### src/rtl/prototype_readout_control_if.sv
// ---------------------------------------------------------------------------
// prototype_readout_control_if
//   Bundles the memory read ports and the outgoing word stream used by
//   prototype_readout_control.
//   master : the readout controller (drives enables/addresses and the stream)
//   slave  : the environment (memories return row data, sink drives out_ready)
//   Signals:
//     weight_mem_en/addr, weight_rdata : weight memory read port
//     bias_mem_en/addr, bias_rdata     : bias memory read port
//     out_valid/out_ready              : stream handshake
//     out_data/out_is_bias/out_way/out_last : stream payload
// ---------------------------------------------------------------------------
interface prototype_readout_control_if #(
  parameter int WAYS_BIT_WIDTH       = 8,
  parameter int WEIGHT_ADDRESS_WIDTH = 8,
  parameter int BIAS_ADDRESS_WIDTH   = 4,
  parameter int PE_COLS              = 16,
  parameter int WEIGHT_WIDTH         = 4,
  parameter int BIAS_WIDTH           = 16
);
  logic                              weight_mem_en;
  logic [WEIGHT_ADDRESS_WIDTH-1:0]   weight_mem_addr;
  logic [PE_COLS*WEIGHT_WIDTH-1:0]   weight_rdata;
  logic                              bias_mem_en;
  logic [BIAS_ADDRESS_WIDTH-1:0]     bias_mem_addr;
  logic [PE_COLS*BIAS_WIDTH-1:0]     bias_rdata;
  logic                              out_valid;
  logic                              out_ready;
  logic [BIAS_WIDTH-1:0]             out_data;
  logic                              out_is_bias;
  logic [WAYS_BIT_WIDTH-1:0]         out_way;
  logic                              out_last;

  modport master (
    output weight_mem_en, weight_mem_addr, input weight_rdata,
    output bias_mem_en, bias_mem_addr, input bias_rdata,
    output out_valid, input out_ready,
    output out_data, out_is_bias, out_way, out_last
  );

  modport slave (
    input weight_mem_en, weight_mem_addr, output weight_rdata,
    input bias_mem_en, bias_mem_addr, output bias_rdata,
    input out_valid, output out_ready,
    input out_data, out_is_bias, out_way, out_last
  );
endinterface

### src/rtl/prototype_readout_control.sv
// ---------------------------------------------------------------------------
// prototype_readout_control
//   Streams the learned prototypes (weight rows, then bias) out of the weight
//   and bias memories one word at a time, way by way, for host readback.
//   Ports:
//     clk, rst_n            : clock, async active-low reset
//     start, abort          : begin / cancel a readout
//     core_idle             : start is honoured only while the core is idle
//     ways_received, embedding_layer_blocks, max_weight_address,
//     max_bias_address, use_subsection : readout configuration (latched at start)
//     bus                   : memory read ports and output stream (master side)
//     busy, done            : status; done pulses one cycle at completion
// ---------------------------------------------------------------------------
module prototype_readout_control #(
  parameter int WAYS_BIT_WIDTH       = 8,
  parameter int BLOCKS_WIDTH         = 4,
  parameter int WEIGHT_ADDRESS_WIDTH = 8,
  parameter int BIAS_ADDRESS_WIDTH   = 4,
  parameter int PE_COLS              = 16,
  parameter int SUBSECTION_SIZE      = 4,
  parameter int WEIGHT_WIDTH         = 4,
  parameter int BIAS_WIDTH           = 16
) (
  input  logic                            clk,
  input  logic                            rst_n,
  input  logic                            start,
  input  logic                            abort,
  input  logic                            core_idle,
  input  logic [WAYS_BIT_WIDTH-1:0]       ways_received,
  input  logic [BLOCKS_WIDTH-1:0]         embedding_layer_blocks,
  input  logic [WEIGHT_ADDRESS_WIDTH-1:0] max_weight_address,
  input  logic [BIAS_ADDRESS_WIDTH-1:0]   max_bias_address,
  input  logic                            use_subsection,
  prototype_readout_control_if.master     bus,
  output logic                            busy,
  output logic                            done
);
  localparam int PE_LOG  = $clog2(PE_COLS);
  localparam int SUB_LOG = $clog2(SUBSECTION_SIZE);
  localparam int LANE_W  = (PE_LOG > 0) ? PE_LOG : 1;

  typedef enum logic [2:0] {
    S_IDLE   = 3'd0,
    S_ISSUE  = 3'd1,
    S_WAIT   = 3'd2,
    S_EMIT   = 3'd3,
    S_FINISH = 3'd4
  } state_t;

  // Row group holding a way: the way index with the lane bits stripped.
  function automatic logic [WAYS_BIT_WIDTH-1:0] group_f(input logic [WAYS_BIT_WIDTH-1:0] way,
                                                        input logic subsec);
    if (subsec) group_f = way >> SUB_LOG;
    else        group_f = way >> PE_LOG;
  endfunction

  // Lane within the row: the low bits of the way index.
  function automatic logic [LANE_W-1:0] lane_f(input logic [WAYS_BIT_WIDTH-1:0] way,
                                               input logic subsec);
    logic [WAYS_BIT_WIDTH-1:0] full;
    if (subsec) full = way & WAYS_BIT_WIDTH'(SUBSECTION_SIZE - 1);
    else        full = way & WAYS_BIT_WIDTH'(PE_COLS - 1);
    lane_f = full[LANE_W-1:0];
  endfunction

  // Weight address; all arithmetic wraps in the address width.
  function automatic logic [WEIGHT_ADDRESS_WIDTH-1:0] weight_addr_f(
      input logic [WEIGHT_ADDRESS_WIDTH-1:0] base, input logic [WAYS_BIT_WIDTH-1:0] grp,
      input logic [BLOCKS_WIDTH-1:0] blocks, input logic [BLOCKS_WIDTH-1:0] blk);
    logic [BLOCKS_WIDTH:0] stride;
    stride = {1'b0, blocks} + {{BLOCKS_WIDTH{1'b0}}, 1'b1};
    weight_addr_f = base + WEIGHT_ADDRESS_WIDTH'(grp) * WEIGHT_ADDRESS_WIDTH'(stride)
                  + WEIGHT_ADDRESS_WIDTH'(blk);
  endfunction

  function automatic logic [BIAS_WIDTH-1:0] sext_f(input logic [WEIGHT_WIDTH-1:0] w);
    sext_f = {{(BIAS_WIDTH-WEIGHT_WIDTH){w[WEIGHT_WIDTH-1]}}, w};
  endfunction

  state_t                          state_q, state_d;
  logic [WAYS_BIT_WIDTH-1:0]       way_q, way_d;
  logic [BLOCKS_WIDTH-1:0]         blk_q, blk_d;
  logic                            bias_q, bias_d;      // current word is the bias
  logic [WAYS_BIT_WIDTH-1:0]       ways_q, ways_d;
  logic [BLOCKS_WIDTH-1:0]         blocks_q, blocks_d;
  logic [WEIGHT_ADDRESS_WIDTH-1:0] wbase_q, wbase_d;
  logic [BIAS_ADDRESS_WIDTH-1:0]   bbase_q, bbase_d;
  logic                            subsec_q, subsec_d;
  logic                            wen_q, wen_d;
  logic [WEIGHT_ADDRESS_WIDTH-1:0] waddr_q, waddr_d;
  logic                            ben_q, ben_d;
  logic [BIAS_ADDRESS_WIDTH-1:0]   baddr_q, baddr_d;
  logic                            valid_q, valid_d;
  logic [BIAS_WIDTH-1:0]           data_q, data_d;
  logic                            is_bias_q, is_bias_d;
  logic [WAYS_BIT_WIDTH-1:0]       oway_q, oway_d;
  logic                            last_q, last_d;
  logic                            busy_q, busy_d;
  logic                            done_q, done_d;
  logic                            issue_s;
  logic [LANE_W-1:0]               lane_s;
  logic                            final_way_s;

  // Next-state, counters, memory requests and stream outputs.
  always_comb begin
    state_d   = state_q;
    way_d     = way_q;
    blk_d     = blk_q;
    bias_d    = bias_q;
    ways_d    = ways_q;
    blocks_d  = blocks_q;
    wbase_d   = wbase_q;
    bbase_d   = bbase_q;
    subsec_d  = subsec_q;
    wen_d     = 1'b0;
    waddr_d   = waddr_q;
    ben_d     = 1'b0;
    baddr_d   = baddr_q;
    valid_d   = valid_q;
    data_d    = data_q;
    is_bias_d = is_bias_q;
    oway_d    = oway_q;
    last_d    = last_q;
    issue_s   = 1'b0;
    lane_s    = lane_f(way_q, subsec_q);
    final_way_s = (way_q == (ways_q - WAYS_BIT_WIDTH'(1'b1)));

    case (state_q)
      S_IDLE: begin
        if (start && core_idle) begin
          ways_d   = ways_received;
          blocks_d = embedding_layer_blocks;
          wbase_d  = max_weight_address;
          bbase_d  = max_bias_address;
          subsec_d = use_subsection;
          way_d    = {WAYS_BIT_WIDTH{1'b0}};
          blk_d    = {BLOCKS_WIDTH{1'b0}};
          bias_d   = 1'b0;
          if (ways_received == {WAYS_BIT_WIDTH{1'b0}}) begin
            state_d = S_FINISH;
          end else begin
            state_d = S_ISSUE;
            issue_s = 1'b1;
          end
        end else begin
          state_d = S_IDLE;
        end
      end
      S_ISSUE: state_d = S_WAIT;
      S_WAIT: begin
        // Row data for the request issued last cycle is on rdata now.
        if (bias_q) data_d = bus.bias_rdata[lane_s*BIAS_WIDTH +: BIAS_WIDTH];
        else        data_d = sext_f(bus.weight_rdata[lane_s*WEIGHT_WIDTH +: WEIGHT_WIDTH]);
        valid_d   = 1'b1;
        is_bias_d = bias_q;
        oway_d    = way_q;
        last_d    = bias_q && final_way_s;
        state_d   = S_EMIT;
      end
      S_EMIT: begin
        if (valid_q && bus.out_ready) begin
          valid_d = 1'b0;
          last_d  = 1'b0;
          if (!bias_q) begin
            if (blk_q == blocks_q) bias_d = 1'b1;
            else                   blk_d  = blk_q + BLOCKS_WIDTH'(1'b1);
            state_d = S_ISSUE;
            issue_s = 1'b1;
          end else if (final_way_s) begin
            state_d = S_FINISH;
          end else begin
            way_d   = way_q + WAYS_BIT_WIDTH'(1'b1);
            blk_d   = {BLOCKS_WIDTH{1'b0}};
            bias_d  = 1'b0;
            state_d = S_ISSUE;
            issue_s = 1'b1;
          end
        end else begin
          state_d = S_EMIT;
        end
      end
      S_FINISH: state_d = S_IDLE;
      default:  state_d = S_IDLE;
    endcase

    // Abort wins over everything, including a same-cycle handshake.
    if (abort) begin
      state_d = S_IDLE;
      valid_d = 1'b0;
      last_d  = 1'b0;
      issue_s = 1'b0;
    end else begin
      issue_s = issue_s;
    end

    // Request uses the already-updated way/block and config.
    if (issue_s) begin
      if (bias_d) begin
        ben_d   = 1'b1;
        baddr_d = bbase_d + BIAS_ADDRESS_WIDTH'(group_f(way_d, subsec_d));
      end else begin
        wen_d   = 1'b1;
        waddr_d = weight_addr_f(wbase_d, group_f(way_d, subsec_d), blocks_d, blk_d);
      end
    end else begin
      wen_d = 1'b0;
      ben_d = 1'b0;
    end

    busy_d = (state_d != S_IDLE);
    done_d = (state_d == S_FINISH);
  end

  // State, counters and registered outputs.
  always_ff @(posedge clk or negedge rst_n) begin
    if (!rst_n) begin
      state_q   <= S_IDLE;
      way_q     <= {WAYS_BIT_WIDTH{1'b0}};
      blk_q     <= {BLOCKS_WIDTH{1'b0}};
      bias_q    <= 1'b0;
      ways_q    <= {WAYS_BIT_WIDTH{1'b0}};
      blocks_q  <= {BLOCKS_WIDTH{1'b0}};
      wbase_q   <= {WEIGHT_ADDRESS_WIDTH{1'b0}};
      bbase_q   <= {BIAS_ADDRESS_WIDTH{1'b0}};
      subsec_q  <= 1'b0;
      wen_q     <= 1'b0;
      waddr_q   <= {WEIGHT_ADDRESS_WIDTH{1'b0}};
      ben_q     <= 1'b0;
      baddr_q   <= {BIAS_ADDRESS_WIDTH{1'b0}};
      valid_q   <= 1'b0;
      data_q    <= {BIAS_WIDTH{1'b0}};
      is_bias_q <= 1'b0;
      oway_q    <= {WAYS_BIT_WIDTH{1'b0}};
      last_q    <= 1'b0;
      busy_q    <= 1'b0;
      done_q    <= 1'b0;
    end else begin
      state_q   <= state_d;
      way_q     <= way_d;
      blk_q     <= blk_d;
      bias_q    <= bias_d;
      ways_q    <= ways_d;
      blocks_q  <= blocks_d;
      wbase_q   <= wbase_d;
      bbase_q   <= bbase_d;
      subsec_q  <= subsec_d;
      wen_q     <= wen_d;
      waddr_q   <= waddr_d;
      ben_q     <= ben_d;
      baddr_q   <= baddr_d;
      valid_q   <= valid_d;
      data_q    <= data_d;
      is_bias_q <= is_bias_d;
      oway_q    <= oway_d;
      last_q    <= last_d;
      busy_q    <= busy_d;
      done_q    <= done_d;
    end
  end

  assign bus.weight_mem_en   = wen_q;
  assign bus.weight_mem_addr = waddr_q;
  assign bus.bias_mem_en     = ben_q;
  assign bus.bias_mem_addr   = baddr_q;
  assign bus.out_valid       = valid_q;
  assign bus.out_data        = data_q;
  assign bus.out_is_bias     = is_bias_q;
  assign bus.out_way         = oway_q;
  assign bus.out_last        = last_q;
  assign busy                = busy_q;
  assign done                = done_q;
endmodule

### src/flat_wrapper.sv
// flat-port wrapper written by rule: the top's interface ports become plain ports
module prototype_readout_control_flat 
#(
  parameter int WAYS_BIT_WIDTH       = 8,
  parameter int BLOCKS_WIDTH         = 4,
  parameter int WEIGHT_ADDRESS_WIDTH = 8,
  parameter int BIAS_ADDRESS_WIDTH   = 4,
  parameter int PE_COLS              = 16,
  parameter int SUBSECTION_SIZE      = 4,
  parameter int WEIGHT_WIDTH         = 4,
  parameter int BIAS_WIDTH           = 16
)
  (clk, rst_n, start, abort, core_idle, ways_received, embedding_layer_blocks, max_weight_address, max_bias_address, use_subsection, busy, done, bus_weight_mem_en, bus_weight_mem_addr, bus_weight_rdata, bus_bias_mem_en, bus_bias_mem_addr, bus_bias_rdata, bus_out_valid, bus_out_ready, bus_out_data, bus_out_is_bias, bus_out_way, bus_out_last);
  prototype_readout_control_if #(.WAYS_BIT_WIDTH(WAYS_BIT_WIDTH), .WEIGHT_ADDRESS_WIDTH(WEIGHT_ADDRESS_WIDTH), .BIAS_ADDRESS_WIDTH(BIAS_ADDRESS_WIDTH), .PE_COLS(PE_COLS), .WEIGHT_WIDTH(WEIGHT_WIDTH), .BIAS_WIDTH(BIAS_WIDTH)) bus_i ();
  input  logic clk;
  input  logic rst_n;
  input  logic start;
  input  logic abort;
  input  logic core_idle;
  input  logic [WAYS_BIT_WIDTH-1:0] ways_received;
  input  logic [BLOCKS_WIDTH-1:0] embedding_layer_blocks;
  input  logic [WEIGHT_ADDRESS_WIDTH-1:0] max_weight_address;
  input  logic [BIAS_ADDRESS_WIDTH-1:0] max_bias_address;
  input  logic use_subsection;
  output logic busy;
  output logic done;
  output wire logic [$bits(bus_i.weight_mem_en)-1:0] bus_weight_mem_en;
  output wire logic [$bits(bus_i.weight_mem_addr)-1:0] bus_weight_mem_addr;
  input wire logic [$bits(bus_i.weight_rdata)-1:0] bus_weight_rdata;
  output wire logic [$bits(bus_i.bias_mem_en)-1:0] bus_bias_mem_en;
  output wire logic [$bits(bus_i.bias_mem_addr)-1:0] bus_bias_mem_addr;
  input wire logic [$bits(bus_i.bias_rdata)-1:0] bus_bias_rdata;
  output wire logic [$bits(bus_i.out_valid)-1:0] bus_out_valid;
  input wire logic [$bits(bus_i.out_ready)-1:0] bus_out_ready;
  output wire logic [$bits(bus_i.out_data)-1:0] bus_out_data;
  output wire logic [$bits(bus_i.out_is_bias)-1:0] bus_out_is_bias;
  output wire logic [$bits(bus_i.out_way)-1:0] bus_out_way;
  output wire logic [$bits(bus_i.out_last)-1:0] bus_out_last;
  assign bus_weight_mem_en = bus_i.weight_mem_en;
  assign bus_weight_mem_addr = bus_i.weight_mem_addr;
  assign bus_i.weight_rdata = bus_weight_rdata;
  assign bus_bias_mem_en = bus_i.bias_mem_en;
  assign bus_bias_mem_addr = bus_i.bias_mem_addr;
  assign bus_i.bias_rdata = bus_bias_rdata;
  assign bus_out_valid = bus_i.out_valid;
  assign bus_i.out_ready = bus_out_ready;
  assign bus_out_data = bus_i.out_data;
  assign bus_out_is_bias = bus_i.out_is_bias;
  assign bus_out_way = bus_i.out_way;
  assign bus_out_last = bus_i.out_last;
  prototype_readout_control #(.WAYS_BIT_WIDTH(WAYS_BIT_WIDTH), .BLOCKS_WIDTH(BLOCKS_WIDTH), .WEIGHT_ADDRESS_WIDTH(WEIGHT_ADDRESS_WIDTH), .BIAS_ADDRESS_WIDTH(BIAS_ADDRESS_WIDTH), .PE_COLS(PE_COLS), .SUBSECTION_SIZE(SUBSECTION_SIZE), .WEIGHT_WIDTH(WEIGHT_WIDTH), .BIAS_WIDTH(BIAS_WIDTH)) u_core (.clk(clk), .rst_n(rst_n), .start(start), .abort(abort), .core_idle(core_idle), .ways_received(ways_received), .embedding_layer_blocks(embedding_layer_blocks), .max_weight_address(max_weight_address), .max_bias_address(max_bias_address), .use_subsection(use_subsection), .bus(bus_i), .busy(busy), .done(done));
endmodule
### config.mk
export PLATFORM = sky130hd
export DESIGN_NAME = prototype_readout_control_flat
export DESIGN_NICKNAME = d
export VERILOG_FILES = /design/src/rtl/prototype_readout_control_if.sv /design/src/rtl/prototype_readout_control.sv /design/src/flat_wrapper.sv
export SDC_FILE = /design/constraint.sdc
export NUM_CORES = 1
export LEC_CHECK = 0
export ABC_AREA = 1
export CORE_AREA = 2 2 153 155
export DETAILED_ROUTE_END_ITERATION = 12
export DIE_AREA = 0 0 155 157
export PLACE_DENSITY = 0.76
export RECOVER_POWER = 100
export SYNTH_ARGS = -nofsm -noshare
export SYNTH_HDL_FRONTEND = slang
export SYNTH_SLANG_ARGS = --single-unit
### constraint.sdc
create_clock -name clk -period 10.4 [get_ports clk]
set_input_delay 2.08 -clock clk [delete_from_list [all_inputs] [get_ports clk]]
set_output_delay 2.08 -clock clk [all_outputs]
set_load 0.01 [all_outputs]
# [Word level (Yosys, flattened, before mapping)]
# Index checks and enable logic that the tools add are counted.
[classes] bitwise=1 addsub=7 n_eq_ne=11 n_reduce_logical=13 n_mul=1 shifts=2 mux=55
[op_table] cell="256-bit by 9-bit variable part select with 16-bit output" n=1
[op_table] cell="8-bit two-way mux" n=8
[op_table] cell="64-bit by 7-bit variable part select with 4-bit output" n=1
[op_table] cell="4-bit two-way mux" n=12
[op_table] cell="1-bit two-way mux" n=20
[op_table] cell="3-bit two-way mux" n=6
[op_table] cell="16-bit two-way mux" n=1
[op_table] cell="8-bit one-hot mux with 2 select lines" n=1
[op_table] cell="3-bit one-hot mux with 4 select lines" n=1
[op_table] cell="8-bit by 1-bit adder with 8-bit output (second input constant)" n=1
[op_table] cell="8-bit by 4-bit adder with 8-bit output" n=1
[op_table] cell="8-bit adder" n=1
[op_table] cell="8-bit == test" n=1
[op_table] cell="8-bit zero test" n=1
[op_table] cell="8-bit by 5-bit multiplier with 8-bit output" n=1
[op_table] cell="1-bit one-hot mux with 2 select lines" n=4
[op_table] cell="4-bit one-hot mux with 2 select lines" n=1
[op_table] cell="2-bit AND reduction" n=4
[op_table] cell="8-bit by 1-bit subtractor with 8-bit output (second input constant)" n=1
[op_table] cell="3-bit by 2-bit == test with 1-bit output (second input constant)" n=2
[op_table] cell="6-bit two-way mux" n=1
[op_table] cell="2-bit by 1-bit != test with 1-bit output (second input constant)" n=3
[op_table] cell="3-bit nonzero test" n=2
[op_table] cell="4-bit by 1-bit adder with 5-bit output (second input constant)" n=1
[op_table] cell="12 further kinds" n=14
[word_totals] reg_bits=84 word_cells=111

# [Logic depth before layout (Yosys ltp)]
# Gate-level depths: netlist (run 1).
[logic_depth] word_depth=12 ltp_mapped=39 ltp_nobuf=39

# [Worst setup path before layout (run 1)]
# No wires, ideal clock.
[synth_timing] kind="in2reg" from="input port core_idle" to="register u_core.waddr_q[7] (netlist: u_core.bus.weight_mem_addr[7])" setup_ps=117 arrival_ps=6516 cell_stages=27 slack_ps=3767 n_path_buf=0 path_cell_list="nand4_4 > inv_2 > or2_1 > o21ai_2 > inv_2 > ha_1 > or2_2 > nand2_1 > inv_1 > nand2_1 > fa_1 > fa_1 > inv_1 > fa_1 > ha_1 > ha_1 > nand2_1 > nor2_1 > a211oi_1 > or2_2 > nand2_1 > a21oi_1 > xnor2_1 > xor2_1 > nand3_1 > nand3_1 > nand2_1"
[synth_rtl] element="start, declared" line_no="flat_wrapper.sv:19" source="input logic core_idle;"
[synth_rtl] element="1-bit logical AND" line_no="prototype_readout_control.sv:130" source="if (start && core_idle) begin"
[synth_rtl] element="4-bit two-way mux" line_no="prototype_readout_control.sv:130"
[synth_rtl] element="4-bit two-way mux" line_no="prototype_readout_control.sv:128" source="case (state_q)"
[synth_rtl] element="net u_core.blocks_d[0]" line_no="prototype_readout_control.sv:85" source="logic [BLOCKS_WIDTH-1:0] blocks_q, blocks_d;"
[synth_rtl] element="4-bit by 1-bit adder with 5-bit output" line_no="prototype_readout_control.sv:71" source="stride = {1'b0, blocks} + {{BLOCKS_WIDTH{1'b0}}, 1'b1};"
[synth_rtl] element="8-bit by 5-bit multiplier with 8-bit output" line_no="prototype_readout_control.sv:72" source="weight_addr_f = base + WEIGHT_ADDRESS_WIDTH'(grp) * WEIGHT_ADDRESS_WIDTH'(stride)"
[synth_rtl] element="8-bit adder" line_no="prototype_readout_control.sv:72"
[synth_rtl] element="8-bit by 4-bit adder with 8-bit output" line_no="prototype_readout_control.sv:73" source="+ WEIGHT_ADDRESS_WIDTH'(blk);"
[synth_rtl] element="end signal, assigned" line_no="prototype_readout_control.sv:227" source="waddr_q <= {WEIGHT_ADDRESS_WIDTH{1'b0}};"
[synth_rtl] element="end signal, assigned" line_no="prototype_readout_control.sv:248" source="waddr_q <= waddr_d;"
[synth_rtl] element="end, declared" line_no="prototype_readout_control.sv:90" source="logic [WEIGHT_ADDRESS_WIDTH-1:0] waddr_q, waddr_d;"
# The timed path passes the listed nets, and every way through them passes these cells. The select of a mux whose other input is x is not followed.
# A chain may end at the register's enable or synchronous reset.

# [Worst setup path after layout (run 1)]
[layout_timing] from="input port start" to="register u_core.waddr_q[7] (netlist: u_core.bus.weight_mem_addr[7])"
[layout_via] elab_chain_cells=9
[layout_rtl] element="start, declared" line_no="flat_wrapper.sv:17" source="input logic start;"
[layout_rtl] element="1-bit logical AND (*)" line_no="prototype_readout_control.sv:130"
[layout_rtl] element="parallel branches: the longest is 8 deep, another holds 8-bit by 5-bit multiplier with 8-bit output"
# Every way passes the cells marked *. The select of a mux whose other input is x is not followed.

==> qor.yml, run 1 <==
outcome:
  status: "finished with violations"
  violations: "capacitance limit, slew limit"
cts:
  h-tree-depth: 3
  cts_sinks: 84
  clkLatencyLatePin_ns: 0.35
  numCtsBuffers: 9
  clk_path_buf_depth: 2
  ctsHoldBuffers: 0
  cts_tree: "done"
  cts-root-buf: "clkbuf_16"
  postCtsSetupRepairBufs: 0
  cts.clk_slew.worst_paths_ns: 0.06
  cts-resized-gates: 0
placed_design:
  postPlaceCellArea_mm2: 0.01196
  port_buffers: 393
  dp_slack_ns: 2.116
  post-dp-hpwl_um: 28870
  place.gp.congestion: 0.9096
  dp.cells: 1770
timing:
  skew_ns: 0.006310
  clock.fmax_mhz: 119.0
  tightest_slew_ns: 3.421
  slew_headroom: -1.280
  setup_ws_ns: 2.000
  period_needed_ns: 8.400
  finalSetupViolCount: 0
  rsz0062_at_grt: "false"
  finalCritPeriodShare: 0.8077
  holdWs_ns: 0.4799
  timing.setup.tns_ns: 0
  finalMaxSlewViolations: 241
  finalHoldViolations: 0
synth:
  async_flop_share: 1.000
  syn_nets: 1554
  synth_edf_count: 0
  syn_avg_cell_area_um2: 6.816
  ys_types: 54
  ys_ff_latch: 84
  synthFlopType: "dfrtp_1"
  syn_area_mm2: 0.007900
  netlist_instances: 1159
  synth_warnings: 0
  ys_seq_area_frac: 0.2661
global_routing:
  grt_pass1_vias: 9392
  gr-usage-all-layers: 0.2939
  grt_max_degree: 107
  overflow: 0
  antenna_found_initial: 6
  grt_pass1_wl_um: 55110
run:
  maxCapViolCount: 4
layout:
  syn2layout_area_growth_pct: 54.64
  final_nets: 1891
  regArea_mm2: 0.002106
  layout_common_cells: "clkdlybuf4s50_1 (347), nor2_1 (203), o21ai_0 (200)"
  drive_gt1_frac: 0.04267
  final_common_cell: "clkdlybuf4s50_1"
  fill_cells: 2150
  stdcell_count: 1793
  post-route-cell-area_mm2: 0.01222
  fin_util: 0.5429
  multi_input_area_mm2: 0.005091
setup_path:
  max_stage_delay_ns: 0.92
  cpMostUsedCell: "nand2_1"
  cp.arrival_ns: 8.64
  startpoint_type: "input port"
  end_kind: "flop"
  crit_buf_inv: 5
  path_max_fanout: 35
  path_delay_family: "adder cells"
  cp_slowest_cell: "inv_1"
  ff2ff_setup_slack_ns: 2.09
  required_ns: 10.64
  path_class: "in2reg"
power_and_ir_drop:
  cellPowerDensity_mw_per_mm2: 132.5
  p_seq_frac: 0.294
  power.internal_uw: 973.9
  cellLeakagePower_nw: 5.171
  pwr-share-comb: 0.506
  power.total_mw: 1.619
  pwr-share-clk: 0.200
  p_sw_frac: 0.3984
  power.switching_uw: 644.9
  ir_worst_vdd_mv: 0.1299
floorplan:
  core_mm2: 0.02250
  start_util: 0.3511
  die-area_mm2: 0.02434
  fp.dieH_um: 157
  core.rowCount: 55
  dieWidth_um: 155
  ios: 394
route:
  vias_per_cell: 5.439
  ant_nets: 0
  drc_errors: 0
  dr.pass1.iters: 5
  wire_per_inst_um: 20.67
  wirelength_um: 37050
  first_iter_violations: 861
  via_count: 9752
worst_hold_path:
  hold_class: "reg2reg"
[per-layer routing]
metal / vias up / track usage / wire [um]
met5: - / 0 / 12
met4: 2 / 0.1124 / 1300
met3: 76 / 0.05644 / 2685
met2: 415 / 0.5137 / 18550
met1: 4615 / 0.3586 / 14500
li1: 4644 / - / -
[state kept, by name, summed over array words and instances (netlist names), 3 cells and up]
| signal | flops |
|---|---|
| u_core.bus.out_data | 16 |
| u_core.bus.bias_mem_addr | 4 |
| u_core.blk_q | 4 |
| u_core.bus.weight_mem_addr | 8 |
| u_core.wbase_q | 8 |
| u_core.bbase_q | 4 |
| u_core.ways_q | 8 |
| u_core.state_q | 3 |
| u_core.way_q | 8 |
| u_core.blocks_q | 4 |
| u_core.bus.out_way | 8 |
[cells by family after synthesis]
family,Yosys count,share of synthesized area
AO/OA/AOI/OAI,345,0.2699
XOR/XNOR,21,0.02423
adder cells (fa/ha/maj),44,0.08774
buffers and inverters,173,0.08521
flip-flops,84,0.2661
AND/OR/NAND/NOR,492,0.2669
[final cells by class]
class / instances / area share
well taps: 285 / 0.02919
clock buffers: 11 / 0.01987
multi-input cells: 902 / 0.4167
diodes: 8 / 0.001639
repair buffers: 401 / 0.3255
flip-flops and latches: 84 / 0.1724
clock inverters: 4 / 0.004097
inverters: 98 / 0.03062
[path summary, 6_finish.rpt]
kind	from	endpoint	cells past startpoint
worst max-delay path	start	u_core.bus.weight_mem_addr[7]	28
worst min-delay path	u_core.bus.weight_mem_addr[5]	u_core.bus.weight_mem_addr[5]	2
worst max register to register	u_core.way_q[1]	u_core.bus.weight_mem_addr[7]	29
worst min register to register	u_core.bus.weight_mem_addr[5]	u_core.bus.weight_mem_addr[5]	2
max in group asynchronous	rst_n	u_core.way_q[0]	2
min in group asynchronous	rst_n	u_core.bus.weight_mem_addr[1]	1
[cells in the mapped netlist (5+ instances only)]
master | instances | area (um2)
nor3_1 | 6 | 30.03
buf_1 | 6 | 22.52
nor2_4 | 5 | 56.30
inv_2 | 18 | 67.56
nor2_2 | 5 | 31.28
o21ai_2 | 7 | 61.31
nand3_1 | 46 | 230.2
o21ai_1 | 7 | 35.03
nand4_1 | 7 | 43.79
fa_1 | 19 | 380.4
nand3_2 | 5 | 50.05
a21oi_1 | 20 | 100.1
o22ai_1 | 18 | 112.6
xnor2_1 | 11 | 96.34
ha_1 | 25 | 312.8
nand2_1 | 195 | 732.0
o221ai_1 | 62 | 543.0
nor2_1 | 202 | 758.2
inv_1 | 76 | 285.3
xor2_1 | 9 | 78.83
buf_2 | 9 | 45.04
a2bb2oi_1 | 12 | 105.1
clkbuf_1 | 58 | 217.7
dfrtp_1 | 84 | 2102
o21ai_0 | 195 | 975.9
[tightest hold or removal path: cells and delay by family (launching register included)]
kind,cells,cell delay [ns]
DFF,1,0.34
and+or+nand+nor,2,0.10
[power by group through the flow]
stage / combinational [mW] / clock (mW) / sequential [mW]
after global routing: 0.904 / 0.343 / 0.487
after global placement: 0.831 / 0 / 0.480
after detailed placement: 0.841 / 0 / 0.479
final: 0.819 / 0.324 / 0.476
after CTS: 0.848 / 0.329 / 0.477
after floorplan: 0.445 / 0 / 0.476
No activity file was read; power rests on OpenSTA's default activity.
==> run 2, diff against run 1 <==
--- a/config.mk
+++ b/config.mk
@@ -6,10 +6,11 @@
 export NUM_CORES = 1
 export LEC_CHECK = 0
 export ABC_AREA = 1
-export CORE_AREA = 2 2 153 155
+export CORE_ASPECT_RATIO = 0.75
+export CORE_MARGIN = 2
+export CORE_UTILIZATION = 38
 export DETAILED_ROUTE_END_ITERATION = 12
-export DIE_AREA = 0 0 155 157
-export PLACE_DENSITY = 0.76
+export PLACE_DENSITY = 0.85
 export RECOVER_POWER = 100
 export SYNTH_ARGS = -nofsm -noshare
 export SYNTH_HDL_FRONTEND = slang
==> constraint.sdc (replaced) <==
create_clock -name clk -period 7.2 [get_ports clk]
set_input_delay 1.44 -clock clk [delete_from_list [all_inputs] [get_ports clk]]
set_output_delay 1.44 -clock clk [all_outputs]
set_load 0.01 [all_outputs]
==> run 2 against run 1 <==
- the flow still finishes with violations (capacitance limit, slew limit)
- first-iteration DRC count rose by 13%
- routed wire length fell by 8.0%
- power rose by 45%
- core utilization rose by 6.1 points
- worst hold slack barely moved
==> qor.yml, run 2 (synthesis results as in run 1) <==
setup_path:
  end_kind: "flop"
  required_ns: 7.44
  cp.arrival_ns: 7.00
  path_class: "in2reg"
  startpoint_type: "input port"
  path_max_fanout: 11
  ff2ff_setup_slack_ns: 1.01
layout:
  fin_util: 0.6040
  final_common_cell: "clkdlybuf4s50_1"
  final_nets: 1897
  drive_gt1_frac: 0.05839
  post-route-cell-area_mm2: 0.01228
  syn2layout_area_growth_pct: 55.40
  largest_reg_flops: 16
  layout_common_cells: "clkdlybuf4s50_1 (356), nor2_1 (200), nand2_1 (195), o21ai_0 (195), dfrtp_1 (82)"
cts:
  cts_tree: "done"
  clk_path_buf_depth: 2
  clkLatencyLatePin_ns: 0.35
  h-tree-depth: 3
  cts.clk_slew.worst_paths_ns: 0.07
  cts_sinks: 84
  numCtsBuffers: 9
  cts-root-buf: "clkbuf_16"
placed_design:
  post-dp-hpwl_um: 26770
  place.gp.congestion: 0.9310
  dp_slack_ns: 0.1971
  port_buffers: 393
  postPlaceCellArea_mm2: 0.01200
power_and_ir_drop:
  power.switching_uw: 955.3
  pwr-share-comb: 0.515
  cellPowerDensity_mw_per_mm2: 190.6
  p_seq_frac: 0.295
  pwr-share-clk: 0.190
  p_sw_frac: 0.4082
  cellLeakagePower_nw: 5.200
  ir_worst_vdd_mv: 0.1273
  power.total_mw: 2.340
  power.internal_mw: 1.385
route:
  wirelength_um: 34100
  dr.pass1.iters: 5
  drc_errors: 0
  vias_per_cell: 5.466
  first_iter_violations: 975
  wire_per_inst_um: 19.05
  ant_nets: 0
  via_count: 9784
floorplan:
  die-area_mm2: 0.02197
  dieWidth_um: 170.5
  ios: 394
  fp.dieH_um: 128.9
  core.rowCount: 45
  core_mm2: 0.02033
  start_util: 0.3887
timing:
  timing.setup.tns_ns: 0
  finalCritPeriodShare: 0.9382
  clock.fmax_mhz: 148.0
  finalHoldViolations: 0
  slew_headroom: -0.9379
  skew_ns: 0.009893
  finalSetupViolCount: 0
  tightest_slew_ns: 2.907
  period_needed_ns: 6.755
  finalMaxSlewViolations: 87
  setup_ws_ns: 0.4452
global_routing:
  gr-usage-all-layers: 0.3094
  grt_pass1_wl_um: 52350
  grt_max_degree: 108
  grt_pass1_vias: 9431
  overflow: 0
  antenna_found_initial: 1
outcome:
  violations: "capacitance limit, slew limit"
  status: "finished with violations"
run:
  maxCapViolCount: 2
worst_hold_path:
  hold_class: "reg2reg"
==> run 2: cell count changes in the layout (fill, tap and decap cells not counted), sizes merged <==
cell	delta
buf	+8
bufinv	-1
clkbuf	-3
clkdlybuf4s50	+9
clkinvlp	-1
diode	-7
dlygate4sd3	-9
inv	+4
==> run 2: timing repair <==
item                                    CTS  global route
endpoints found under the setup margin    0             1
hold buffers                              0             0
resized for setup                         0             1
buffers inserted                          0             0
hold endpoints to repair                  0             0
==> run 2: through the flow <==
stage	cells	hold slack [ns]
final	1790	0.4796
after global routing	1790	0.5075
after CTS	1789	0.4899
after detailed placement	1773	0.4736
after global placement	1773	0.4619
after floorplan	1159	0.4504
==> run 2: cell type report <==
cell class                 instances  area, um2
antenna                            1      2.502
clock buffer                      10      229.0
fill                            1818       8049
sequential                        84       2107
timing repair buffer             407       4029
clock inverter                     6      47.55
inverter                          98      374.1
multi-input combinational        902       5135
tap                              282      352.8
==> run 2: worst max-delay path, cell delays in order <==
cell,delay [ns]
clkdlybuf4s50_1,0.51
nand4_4,0.21
inv_1,0.31
or2_1,0.16
o21ai_2,0.06
inv_2,0.15
ha_1,0.27
inv_1,0.15
nor2_1,0.09
fa_1,0.49
inv_1,0.06
fa_1,0.57
inv_1,0.06
fa_1,0.44
ha_1,0.29
ha_1,0.34
nand2_1,0.10
nor2_1,0.04
a211oi_1,0.22
or2_2,0.17
nand2_1,0.04
a21oi_1,0.18
xnor2_1,0.17
xor2_1,0.22
nand3_1,0.10
nand3_1,0.08
nand2_1,0.05
==> run 2: worst paths after layout <==
kind                                            start                            end  cells past startpoint
max in group asynchronous                       rst_n                u_core.way_q[0]                      2
worst min register to register  u_core.bus.out_way[1]          u_core.bus.out_way[1]                      2
min in group asynchronous                       rst_n              u_core.wbase_q[6]                      1
worst min-delay path            u_core.bus.out_way[1]          u_core.bus.out_way[1]                      2
worst max-delay path                            start  u_core.bus.weight_mem_addr[7]                     27
worst max register to register        u_core.way_q[0]  u_core.bus.weight_mem_addr[7]                     32
==> run 2: routing by layer <==
metal / vias up / part of all wire / GRT usage
li1: 4657 / - / -
met1: 4538 / 0.44 / 0.4259
met2: 504 / 0.44 / 0.4849
met3: 85 / 0.084 / 0.06490
met4: 0 / 0.033 / 0.1061
met5: - / 0 / 0
==> run 2: power by group through the flow <==
stage | Clock, mW | Sequential (mW) | Combinational, mW
4_1_cts | 0.451 | 0.692 | 1.22
3_3_place_gp | 0 | 0.697 | 1.19
6_report | 0.446 | 0.690 | 1.20
3_5_place_dp | 0 | 0.698 | 1.21
5_1_grt | 0.476 | 0.706 | 1.33
2_1_floorplan | 0 | 0.688 | 0.642
